$ cat src/rtl/serial_addsub_n.sv
// serial_addsub_n: bit-serial adder/subtractor, one bit pair per clock, LSB first.
// A single full-adder cell with a registered carry processes WIDTH bits.
// Start is taken only while idle; done pulses for one cycle when sum/c_out update.
// Optional: define SERIAL_ADDSUB_OVF_EN to add the signed overflow output.
//
// state | meaning
// ------+-----------------------------------------------------------
// IDLE  | waiting for start; sum/c_out hold the last result
// RUN   | shifting one bit pair per clock; leaves after WIDTH edges
module serial_addsub_n #(
   parameter int WIDTH = 8
) (
   input  logic             clk,
   input  logic             rst,
   input  logic             start,
   input  logic [WIDTH-1:0] a,
   input  logic [WIDTH-1:0] b,
   input  logic             c_in,
   input  logic             sub,
   output logic             busy,
   output logic             done,
   output logic [WIDTH-1:0] sum,
   output logic             c_out
`ifdef SERIAL_ADDSUB_OVF_EN
   ,output logic            overflow
`endif
);

   localparam int CNT_W = (WIDTH > 1) ? $clog2(WIDTH) : 1;
   localparam logic [CNT_W-1:0] CNT_LAST = CNT_W'(WIDTH - 1);

   typedef enum logic {IDLE, RUN} state_t;

   state_t           state, state_nx;
   logic [WIDTH-1:0] x, y, acc;
   logic [CNT_W-1:0] cnt;
   logic             carry;
   logic             s_bit, carry_nx;
   logic             accept, last;

   // Full-adder cell on the current LSBs plus the handshake qualifiers.
   always_comb begin
      s_bit    = x[0] ^ y[0] ^ carry;
      carry_nx = (x[0] & y[0]) | (x[0] & carry) | (y[0] & carry);
      accept   = (state == IDLE) && start;
      last     = (state == RUN) && (cnt == CNT_LAST);
   end

   // State register.
   always_ff @(posedge clk) begin
      if (rst) state <= IDLE;
      else     state <= state_nx;
   end

   // Next-state logic.
   always_comb begin
      state_nx = state;
      case (state)
         IDLE: if (start) state_nx = RUN;
         RUN:  if (last)  state_nx = IDLE;
         default: state_nx = IDLE;
      endcase
   end

   assign busy = (state == RUN);

   // Operand capture, serial shifting and result update.
   // Subtraction is A + ~B + (1 - c_in), so the borrow-in is folded into the carry seed.
   always_ff @(posedge clk) begin
      if (rst) begin
         x     <= '0;
         y     <= '0;
         acc   <= '0;
         cnt   <= '0;
         carry <= 1'b0;
         sum   <= '0;
         c_out <= 1'b0;
         done  <= 1'b0;
      end else begin
         done <= last;
         if (accept) begin
            x     <= a;
            y     <= sub ? ~b : b;
            carry <= c_in ^ sub;
            cnt   <= '0;
         end else if (state == RUN) begin
            carry <= carry_nx;
            acc   <= {s_bit, acc[WIDTH-1:1]};
            x     <= x >> 1;
            y     <= y >> 1;
            cnt   <= cnt + CNT_W'(1);
            if (last) begin
               sum   <= {s_bit, acc[WIDTH-1:1]};
               c_out <= carry_nx;
            end
         end
      end
   end

`ifdef SERIAL_ADDSUB_OVF_EN
   // On the final edge the registered carry is the carry into the MSB.
   always_ff @(posedge clk) begin
      if (rst)       overflow <= 1'b0;
      else if (last) overflow <= carry ^ carry_nx;
   end
`endif

endmodule

$ cat config.mk
export PLATFORM = sky130hd
export DESIGN_NAME = serial_addsub_n
export DESIGN_NICKNAME = d
export VERILOG_FILES = /design/src/rtl/serial_addsub_n.sv
export SDC_FILE = /design/constraint.sdc
export NUM_CORES = 1
export LEC_CHECK = 0
export CORE_UTILIZATION = 46
export DETAILED_ROUTE_END_ITERATION = 12
export PLACE_DENSITY = 0.74
export SKIP_LAST_GASP = 1
export SLEW_MARGIN = 20
export SYNTH_ARGS = -nofsm -noshare
export SYNTH_HDL_FRONTEND = slang
export SYNTH_SLANG_ARGS = --single-unit
$ cat constraint.sdc
create_clock -name clk -period 1.1 [get_ports clk]
set_input_delay 0.11 -clock clk [delete_from_list [all_inputs] [get_ports clk]]
set_output_delay 0.11 -clock clk [all_outputs]
set_load 0.05 [all_outputs]
==> flow_metrics.env <==
export IMPL_fin_setup_tns_ns=-2.722
export IMPL_synth_seq_area_share=0.4358
export IMPL_yosys_register_bits=38
export IMPL_critPathLaunchType="register"
export IMPL_place_gp_congestion=0.7506
export IMPL_final_nets=249
export IMPL_synth_distinct_cells=25
export IMPL_drt_iter0_drc=73
export IMPL_drtPass1Iterations=4
export IMPL_rsz0062_at_grt="yes"
export IMPL_die_area_mm2=0.004045
export IMPL_multi_input_area_mm2=0.001002
export IMPL_io_pins=32
export IMPL_end_kind="register"
export IMPL_io_buffer_count=31
export IMPL_grt_pass1_wl_mm=6.603
export IMPL_synth_area_mm2=0.001745
export IMPL_worstHoldPathType="primary input to register"
export IMPL_clk_path_buf_depth=2
export IMPL_finalSetupViolCount=32
export IMPL_p_per_area_mw_per_mm2=1152
export IMPL_ant_nets=0
export IMPL_min_period_ns=1.253
export IMPL_synth_area_leaders="dfxtp_1, mux2i_1, a21bo_2"
export IMPL_critical_path_cell_chain="ha_4, ha_4, buf_4, a21bo_2, a21oi_1"
export IMPL_cts_sinks=38
export IMPL_insertion_delay_ns=0.29
export IMPL_path_delay_family="compound AO/OA/AOI/OAI gates"
export IMPL_drv_cap=0
export IMPL_netlist_instances=173
export IMPL_netlist_area_leader_share=0.4358
export IMPL_grt_ovfl_total=0
export IMPL_htreeDepth=2
export IMPL_syn_nets=197
export IMPL_hold_violations=0
export IMPL_power_leakage_nw=1.009
export IMPL_ff_latch_area_um2=768.2
export IMPL_tightestPinTransition_ns=0.2758
export IMPL_viasPerCell=5.489
export IMPL_synth_area_leader_cell="dfxtp_1"
export IMPL_max_clock_freq_mhz=798.0
export IMPL_start_util=0.4768
export IMPL_grt_max_degree=25
export IMPL_antenna_found_initial=0
export IMPL_clockRootBuffer="clkbuf_8"
export IMPL_crit_buf_inv=1
export IMPL_critPathMaxStageDelay_ns=0.34
export IMPL_place_hpwl_mm=2.540
export IMPL_slowest_stage="dfxtp_2"
export IMPL_path_clk_slew_ns=0.08
export IMPL_crit_required_ns=1.31
export IMPL_critical_path_top_cell_by_count="ha_4"
export IMPL_antenna_cells=0
export IMPL_area_delta_synth_final_pct=54.98
export IMPL_core_area_mm2=0.003661
export IMPL_tritoncts="done"
export IMPL_wire_per_inst_um=17.04
export IMPL_setup_ws_ns=-0.1531
export IMPL_fillers=243
export IMPL_grt_total_usage=0.2118
export IMPL_final_util=0.7389
export IMPL_die_w_um=63.60
export IMPL_cp_arrival_ns=1.46
export IMPL_crit_type="register to register"
export IMPL_routed_wl_mm=4.669
export IMPL_relSlewSlack=0.8148
export IMPL_ys_warn_count=0
export IMPL_numCtsBuffers=5
export IMPL_grt_pass1_vias=1446
export IMPL_routed_via_count=1504
export IMPL_syn_area_per_cell_um2=10.09
export IMPL_violations="setup timing"
export IMPL_dieHeight_um=63.60
export IMPL_peakVddDrop_mv=1.073
export IMPL_total_power_w=0.003117
export IMPL_drc=0
export IMPL_slew_viol_final=0
export IMPL_clock_skew_ns=0.006629
export IMPL_drive_gt1_frac=0.3805
export IMPL_status="complete, but fails checks"
export IMPL_fin_crit_sh=1.139
export IMPL_worst_path_max_fanout=5
export IMPL_placementRows=22
export IMPL_post_place_ws_ns=-0.3331
-- final cells by class --
type / instances / share of cell area
Sequential cell: 38 / 0.2840
Multi-Input combinational cell: 117 / 0.3705
Timing Repair Buffer: 62 / 0.2868
Clock inverter: 1 / 0.001850
Tap cell: 48 / 0.02220
Inverter: 1 / 0.002775
Clock buffer: 7 / 0.03191
-- flip-flops by register name, summed over array words and instances (netlist names) --
register,count
acc,7
busy,1
c_out,1
carry,1
cnt,3
done,1
sum,8
x,8
y,8
-- power breakdown --
part	total [W]	switching [W]	leakage (nW)	internal (W)
combinational	0.000624	0.000265	0.649	0.000359
sequential	0.00150	0.0000561	0.312	0.00144
clock	0.000994	0.000488	0.0482	0.000506
-- cell families after synthesis --
group                      share of synthesized area
adders and majority gates                    0.02580
and+or+nand+nor                               0.1735
buffers and inverters                        0.06594
AOI/OAI and AO/OA                             0.1677
muxes                                        0.08602
xor gates and xnor gates                     0.04516
DFF                                           0.4358
-- synthesized netlist by cell type --
cell type   n
o221ai_1    8
nor3_1      1
nor2_1      9
nand3_1     9
buf_2       7
a2111oi_2   1
or3b_1      4
clkbuf_1    3
mux2i_1    15
clkbuf_2    1
inv_1       1
nand2b_1    3
ha_1        2
nor2b_1     7
dfxtp_1    38
or4b_1      8
a21oi_1    13
xnor2_1     9
buf_4       3
nand2_1    11
a211oi_1    7
buf_8       1
buf_6       2
a21bo_2     9
fa_1        1
-- timing repair --
item / 4_1_cts / 5_1_grt
endpoints found under the setup margin: 28 / 38
gates cloned: 1 / 2
hold buffers: 0 / 0
setup buffers: 7 / 8
pin swaps: 11 / 9
gates resized for setup: 16 / 21
-- metrics by stage --
stage	area (um^2)	cells	hold WS [ns]
after global routing	2705	274	0.5050
after CTS	2509	265	0.4831
after global placement	2271	250	0.4778
after detailed placement	2271	250	0.4808
final	2705	274	0.4802
after floorplan	1790	173	0.3053
-- cell usage in the layout (no fill, tap or decap), types with 4 or more instances in the layout --
cell type,n
dfxtp_1,34
clkdlybuf4s50_1,20
buf_4,19
buf_12,14
a21oi_1,13
mux2i_1,13
nand2_1,11
nand3_1,9
a21bo_2,9
xnor2_1,9
nor2_1,9
nor2b_1,7
a211oi_2,7
clkbuf_8,6
or4b_4,5
o221ai_2,5
buf_6,4
-- per-layer routing --
layer | vias to the layer above | share of wire | GRT usage | wire length (um)
li1 | 721 | - | - | -
met4 | 0 | 0.0077 | 0.07386 | 36
met1 | 747 | 0.41 | 0.2341 | 1920
met2 | 32 | 0.55 | 0.3910 | 2563
met5 | - | 0 | 0 | 0
met3 | 4 | 0.032 | 0.04710 | 148
-- worst min-delay path, cell delays in order --
cell	delay, ns
clkdlybuf4s50_1	0.40
mux2i_1	0.16
nor3_1	0.06
-- worst paths after layout --
kind                        from                  end  slack (ns)  depth (start not counted)
min                         a[7]    x[7]$_SDFFE_PP0P_        0.48                          3
max reg2reg  cnt[1]$_SDFFE_PP0P_  sum[4]$_SDFFE_PP0P_       -0.15                          5
min reg2reg  acc[1]$_SDFFE_PP0P_  sum[0]$_SDFFE_PP0P_        0.49                          2
max          cnt[1]$_SDFFE_PP0P_  sum[4]$_SDFFE_PP0P_       -0.15                          5
(Power assumes the default switching activity.)
